===== config.mk =====
export PLATFORM = sky130hd
export DESIGN_NAME = pio_host_link
export DESIGN_NICKNAME = d
export VERILOG_FILES = /design/src/rtl/pio_link_pkg.sv /design/src/rtl/pio_event_detect.sv /design/src/rtl/pio_host_link.sv
export SDC_FILE = /design/constraint.sdc
export NUM_CORES = 1
export LEC_CHECK = 0
export ABC_CLOCK_PERIOD_IN_PS = 3320
export CAP_MARGIN = 10
export CORE_MARGIN = 4
export CORE_UTILIZATION = 40
export DETAILED_ROUTE_END_ITERATION = 8
export GPL_ROUTABILITY_DRIVEN = 0
export PLACE_DENSITY = 0.76
export SLEW_MARGIN = 20
export SYNTH_ARGS = -nofsm -noshare
export SYNTH_HDL_FRONTEND = slang
export SYNTH_SLANG_ARGS = --single-unit

===== constraint.sdc =====
create_clock -name clk -period 3.32 [get_ports clk]
set_clock_uncertainty 0.2 [all_clocks]
set_input_delay 0.83 -clock clk [delete_from_list [all_inputs] [get_ports clk]]
set_output_delay 0.83 -clock clk [all_outputs]
set_load 0.1 [all_outputs]

===== src/rtl/pio_link_pkg.sv =====
// Shared PIO handshake constants and host link state encoding.
// The FIR wrapper revision imports the same reserved codes.
package pio_link_pkg;

    localparam int unsigned PIO_WIDTH = 16;

    localparam logic [PIO_WIDTH-1:0] PIO_ACK  = 16'h8001;
    localparam logic [PIO_WIDTH-1:0] PIO_ZERO = 16'h8000;
    localparam logic [PIO_WIDTH-1:0] PIO_SUB  = 16'h8002;

    typedef enum logic [2:0] {
        ST_IDLE,
        ST_GET_SMP,
        ST_SEND_SEP,
        ST_WAIT_SEP,
        ST_WAIT_SMP,
        ST_COLLECT,
        ST_DONE
    } link_state_e;

endpackage


===== src/rtl/pio_event_detect.sv =====
// Edge detection on the wrapper's output PIO: acknowledge events and new result words.
module pio_event_detect
    import pio_link_pkg::*;
(
    input  logic                 clk,
    input  logic                 rst,
    input  logic [PIO_WIDTH-1:0] pio_in,
    output logic                 ack_evt,
    output logic                 word_evt
);

    logic [PIO_WIDTH-1:0] prev_in;

    always_ff @(posedge clk) begin
        if (rst) prev_in <= '0;
        else     prev_in <= pio_in;
    end

    always_comb begin
        ack_evt  = (pio_in == PIO_ACK) && (prev_in != PIO_ACK);
        word_evt = (pio_in != prev_in) && (pio_in != '0) && (pio_in != PIO_ACK);
    end

endmodule


===== src/rtl/pio_host_link.sv =====
// Host-side PIO protocol engine: streams 2**N_LOG samples out, collects as many results.
// Optional watchdog compiled in with PIO_HOST_TIMEOUT_EN.
module pio_host_link
    import pio_link_pkg::*;
#(
    parameter int unsigned N_LOG          = 7,
    parameter int unsigned TIMEOUT_CYCLES = 1024
) (
    input  logic                 clk,
    input  logic                 rst,
    input  logic                 start,
    input  logic                 s_valid,
    output logic                 s_ready,
    input  logic [PIO_WIDTH-1:0] s_data,
    output logic [PIO_WIDTH-1:0] pio_out,
    input  logic [PIO_WIDTH-1:0] pio_in,
    output logic                 m_valid,
    output logic [PIO_WIDTH-1:0] m_data,
    output logic                 busy,
    output logic                 done,
    output logic                 err
);

    localparam int unsigned CW = N_LOG + 1;
    localparam logic [CW-1:0] N_SAMPLES = {1'b1, {N_LOG{1'b0}}};

    link_state_e          state, state_nxt;
    logic [CW-1:0]        tx_cnt, tx_cnt_nxt;
    logic [CW-1:0]        rx_cnt, rx_cnt_nxt;
    logic [PIO_WIDTH-1:0] smp, smp_nxt;
    logic [PIO_WIDTH-1:0] pio_out_nxt, m_data_nxt;
    logic                 m_valid_nxt;
    logic                 ack_evt, word_evt;
    logic                 timeout;

    pio_event_detect u_evt (
        .clk      (clk),
        .rst      (rst),
        .pio_in   (pio_in),
        .ack_evt  (ack_evt),
        .word_evt (word_evt)
    );

`ifdef PIO_HOST_TIMEOUT_EN
    localparam int unsigned WW = $clog2(TIMEOUT_CYCLES + 1);
    logic [WW-1:0] wd_cnt;
    logic          waiting;

    assign waiting = (state == ST_WAIT_SEP) || (state == ST_WAIT_SMP) || (state == ST_COLLECT);

    always_ff @(posedge clk) begin
        if (rst || !waiting || ack_evt || word_evt) wd_cnt <= '0;
        else                                        wd_cnt <= wd_cnt + 1'b1;
    end

    // Fires on the TIMEOUT_CYCLES-th quiet cycle so done lands exactly that many cycles in.
    assign timeout = waiting && !ack_evt && !word_evt && (wd_cnt == WW'(TIMEOUT_CYCLES - 1));

    always_ff @(posedge clk) begin
        if (rst)                          err <= 1'b0;
        else if (state == ST_IDLE && start) err <= 1'b0;
        else if (timeout)                 err <= 1'b1;
    end
`else
    assign timeout = 1'b0;
    assign err     = 1'b0;
`endif

    always_ff @(posedge clk) begin
        if (rst) begin
            state   <= ST_IDLE;
            tx_cnt  <= '0;
            rx_cnt  <= '0;
            smp     <= '0;
            pio_out <= '0;
            m_valid <= 1'b0;
            m_data  <= '0;
        end else begin
            state   <= state_nxt;
            tx_cnt  <= tx_cnt_nxt;
            rx_cnt  <= rx_cnt_nxt;
            smp     <= smp_nxt;
            pio_out <= pio_out_nxt;
            m_valid <= m_valid_nxt;
            m_data  <= m_data_nxt;
        end
    end

    always_comb begin
        state_nxt   = state;
        tx_cnt_nxt  = tx_cnt;
        rx_cnt_nxt  = rx_cnt;
        smp_nxt     = smp;
        pio_out_nxt = pio_out;
        m_valid_nxt = 1'b0;
        m_data_nxt  = m_data;
        s_ready     = (state == ST_GET_SMP);
        busy        = (state != ST_IDLE);
        done        = (state == ST_DONE);

        unique case (state)
            ST_IDLE: begin
                if (start) begin
                    tx_cnt_nxt = '0;
                    rx_cnt_nxt = '0;
                    state_nxt  = ST_GET_SMP;
                end
            end
            ST_GET_SMP: begin
                if (s_valid) begin
                    smp_nxt   = (s_data == PIO_ACK) ? PIO_SUB : s_data;
                    state_nxt = ST_SEND_SEP;
                end
            end
            ST_SEND_SEP: begin
                pio_out_nxt = PIO_ACK;
                state_nxt   = ST_WAIT_SEP;
            end
            ST_WAIT_SEP: begin
                if (ack_evt) begin
                    pio_out_nxt = smp;
                    state_nxt   = ST_WAIT_SMP;
                end
            end
            ST_WAIT_SMP: begin
                if (ack_evt) begin
                    tx_cnt_nxt = tx_cnt + 1'b1;
                    state_nxt  = (tx_cnt_nxt == N_SAMPLES) ? ST_COLLECT : ST_GET_SMP;
                end
            end
            ST_COLLECT: begin
                if (word_evt) begin
                    m_valid_nxt = 1'b1;
                    m_data_nxt  = (pio_in == PIO_ZERO) ? '0 : pio_in;
                    rx_cnt_nxt  = rx_cnt + 1'b1;
                    if (rx_cnt_nxt == N_SAMPLES) state_nxt = ST_DONE;
                end
            end
            ST_DONE: state_nxt = ST_IDLE;
            default: state_nxt = ST_IDLE;
        endcase

        if (timeout) state_nxt = ST_DONE;
    end

endmodule

==> flow_metrics.tcl <==
set metrics [dict create \
    hold_path_end "smp[3]" \
    cts_made_buffers 9 \
    final_antenna_net_count 0 \
    track_usage_pct 18.12 \
    hold_path_depth 2 \
    period_share_pct 89.08 \
    cp_num_buf_inv 1 \
    r2r_end "rx_cnt[4]" \
    stdcell_count 661 \
    setup_viol 0 \
    synth_top_flop_cell "dfxtp_1" \
    ys_ff_latch 84 \
    routedWlPerCell_microns 15.34 \
    rows 35 \
    totalWireLength_mm 10.14 \
    post_cts_buffers 0 \
    syn_area_sq_um 3870 \
    reg2reg_slack_ns 0.86 \
    vias_per_cell 5.660 \
    timing.fmax_ghz 0.3381 \
    path_cells "clkdlybuf4s50_1, nor4_2, and4_1, nand3_4, or4_1, a21oi_1" \
    clock_latency_ns 0.35 \
    cts_resized 0 \
    placed_area_sq_um 4629 \
    clock-sinks 84 \
    worstMarginPinSlew_ns 0.7810 \
    core_area_sq_um 9328 \
    power.total_mw 2.002 \
    antenna_found_initial 0 \
    cp-start-kind "input port" \
    post-route-min-period_ns 2.957 \
    drv_cap 0 \
    final_nets 566 \
    clkTransAtPathRegs_ns 0.08 \
    required_ns 3.39 \
    synth.distinct_cells 54 \
    start_util_pct 41.49 \
    drive_gt1_share_pct 15.04 \
    rsz0062_at_grt "false" \
    vias 3741 \
    critical_path.top_delay_family "simple AND/OR/NAND/NOR gates" \
    die_h_microns 106.4 \
    end_kind "flip-flop" \
    hp-class "flip-flop to flip-flop" \
    placedCellCount 645 \
    cts_root_buffer "clkbuf_8" \
    netlist_instances 467 \
    finalHoldViolations 0 \
    crit_arrival_ns 3.03 \
    yosysWarnings 0 \
    max_stage_delay_ns 0.53 \
    grt_first_pass_wirelength_mm 16.85 \
    htree_levels 3 \
    cts-hold-fix-buffers 0 \
    cts_tree "done" \
    critical_path_class "input port to flip-flop" \
    ios 73 \
    fillers 885 \
    post-dp-hpwl_mm 7.184 \
    relSlewSlack_pct 47.94 \
    async_flop_share_pct 0 \
    synth-edff-count 0 \
    peakVddDrop_v 0.0002160 \
    die_w_microns 106.4 \
    syn_to_final_growth_pct 24.60 \
    maxSlewViolCount 0 \
    p_leak_nw 1.697 \
    die_area_sq_um 11310 \
    reg2reg_depth 6 \
    slowest_stage "or4_1" \
    port_buffers 71 \
    power_per_cell_area_nw_per_um2 415.2 \
    grt_pass1_vias 3564 \
    cp_max_fo 8 \
    grt_overflow 0 \
    grt_max_degree 79 \
    drt_iter0_drc 218 \
    status "completed" \
    avgSynthCellArea_sq_um 8.287 \
    drc 0 \
    diodes 0 \
    tns_ns 0 \
    clockBufferDepth 2 \
    fin_area_sq_um 4822 \
    first_pass_iters 4 \
    syn_nets 506 \
    r2r_start "state[0]" \
    seq_area_frac_synth_pct 43.45 \
    holdCritStartpoint "smp[3]" \
]
==> placed cells by master, fill, tap and decap left out, types with 2 or more instances in the layout <==
master	count
o21ai_0	26
dfxtp_1	84
a31oi_1	6
nor3_1	8
and3_1	5
o22ai_1	3
and4_1	3
nand2_1	64
clkbuf_1	2
nor4b_1	4
nor4_1	14
buf_12	2
clkinvlp_4	3
nand3_1	46
nor4_2	3
ha_1	3
nor2_1	7
o21ai_1	2
nand3b_1	2
or4_1	4
o211ai_1	6
clkbuf_8	9
a311oi_1	4
clkdlybuf4s50_1	34
a21oi_1	47
xor2_1	17
nand4b_1	2
nand4_1	9
nor2b_1	17
buf_4	51
o32ai_1	14
or2_2	3
and2_1	2
nand2b_1	2
==> worst min-delay path: cells and delay by family, from the launching register on <==
| family | cells | cell delay [ns] |
|---|---|---|
| flip-flops | 1 | 0.32 |
| AND/OR/NAND/NOR | 1 | 0.05 |
| AO/OA/AOI/OAI | 1 | 0.05 |
==> flip-flops by register name (all words and copies together), names as in the netlist <==
signal         cells
m_data            16
m_valid            1
pio_out           16
rx_cnt             8
smp               16
state              3
tx_cnt             8
u_evt.prev_in     16
==> how the worst max path moves through the flow <==
| stage | startpoint | slack (ns) | cells past startpoint | endpoint |
|---|---|---|---|---|
| 2_1_floorplan | state[2] | 0.29 | 3 | done |
| 3_3_place_gp | pio_in[2] | 0.06 | 6 | tx_cnt[6] |
| 3_5_place_dp | pio_in[2] | 0.005 | 6 | tx_cnt[6] |
| 4_1_cts | pio_in[2] | 0.36 | 6 | tx_cnt[6] |
| 5_1_grt | pio_in[2] | 0.21 | 6 | tx_cnt[5] |
| 6_report | pio_in[2] | 0.36 | 6 | tx_cnt[6] |
==> cell families (layout without fill, tap and decap cells) <==
family                   Yosys count  count (layout)  share of synthesized area (%)
AO/OA/AOI/OAI                    118             118                          18.78
XOR/XNOR                          18              18                          4.074
adder cells (fa/ha/maj)            3               3                         0.9700
buffers and inverters             42             107                          4.687
flip-flops                        84              84                          43.45
other                              1               1                        0.09690
AND/OR/NAND/NOR                  201             201                          27.93
==> report_power, final <==
group	internal, mW	switching, mW	total (mW)
registers	1.03	0.0208	1.05
clock network	0.351	0.369	0.720
logic	0.0917	0.139	0.231
==> cell usage after synthesis (all sizes together), types with 2 or more instances <==
master   n  area share [%]
and2     2            0.32
nor3     9             1.3
nand4b   2            0.45
a31oi    6            0.97
o32ai   14             3.2
or4      4            0.78
nor2     7            0.68
and4     3            0.68
nand4    9             1.5
o211ai   6             1.2
a21oi   47             6.1
and3     5            0.81
nand2b   2            0.32
nor2b   17             2.7
nand3b   2            0.39
a311oi   4            0.91
xor2    17             3.8
nor4    17             3.2
o21ai   28             3.6
inv      2            0.19
ha       3            0.97
dfxtp   84              43
or2      3            0.49
nand2   65             6.4
clkbuf  28             2.7
nand3   47             6.4
buf     11             1.7
nor4b    4            0.91
o22ai    3            0.49
==> layout make-up <==
cell class	instances	area, sq um	area share, %
Clock inverter	5	61.31	1.271
Clock buffer	11	131.4	2.724
Multi-Input combinational cell	341	2007	41.62
Sequential cell	84	1682	34.87
Timing Repair Buffer	88	768.2	15.93
Inverter	3	11.26	0.2335
Tap cell	129	161.4	3.347
==> per-stage QoR <==
step | worst slack, ns | hold WS, ns | utilization [%]
detailed placement | 0.005049 | 0.2503 | 49.63
finish | 0.3627 | 0.2624 | 51.70
floorplan | 0.2885 | 0.2321 | -
global placement | 0.05514 | 0.2431 | 49.63
global route | 0.2077 | 0.2796 | 51.70
CTS | 0.3613 | 0.2627 | 51.70
==> layer usage <==
| layer | GRT usage, % | vias up | wire length [microns] |
|---|---|---|---|
| met5 | 0 | - | 0 |
| met3 | 3.643 | 22 | 640 |
| met2 | 29.50 | 128 | 4783 |
| li1 | - | 1822 | - |
| met1 | 23.69 | 1769 | 4522 |
| met4 | 6.753 | 0 | 194 |
No activity file was read; power rests on OpenSTA's default activity.
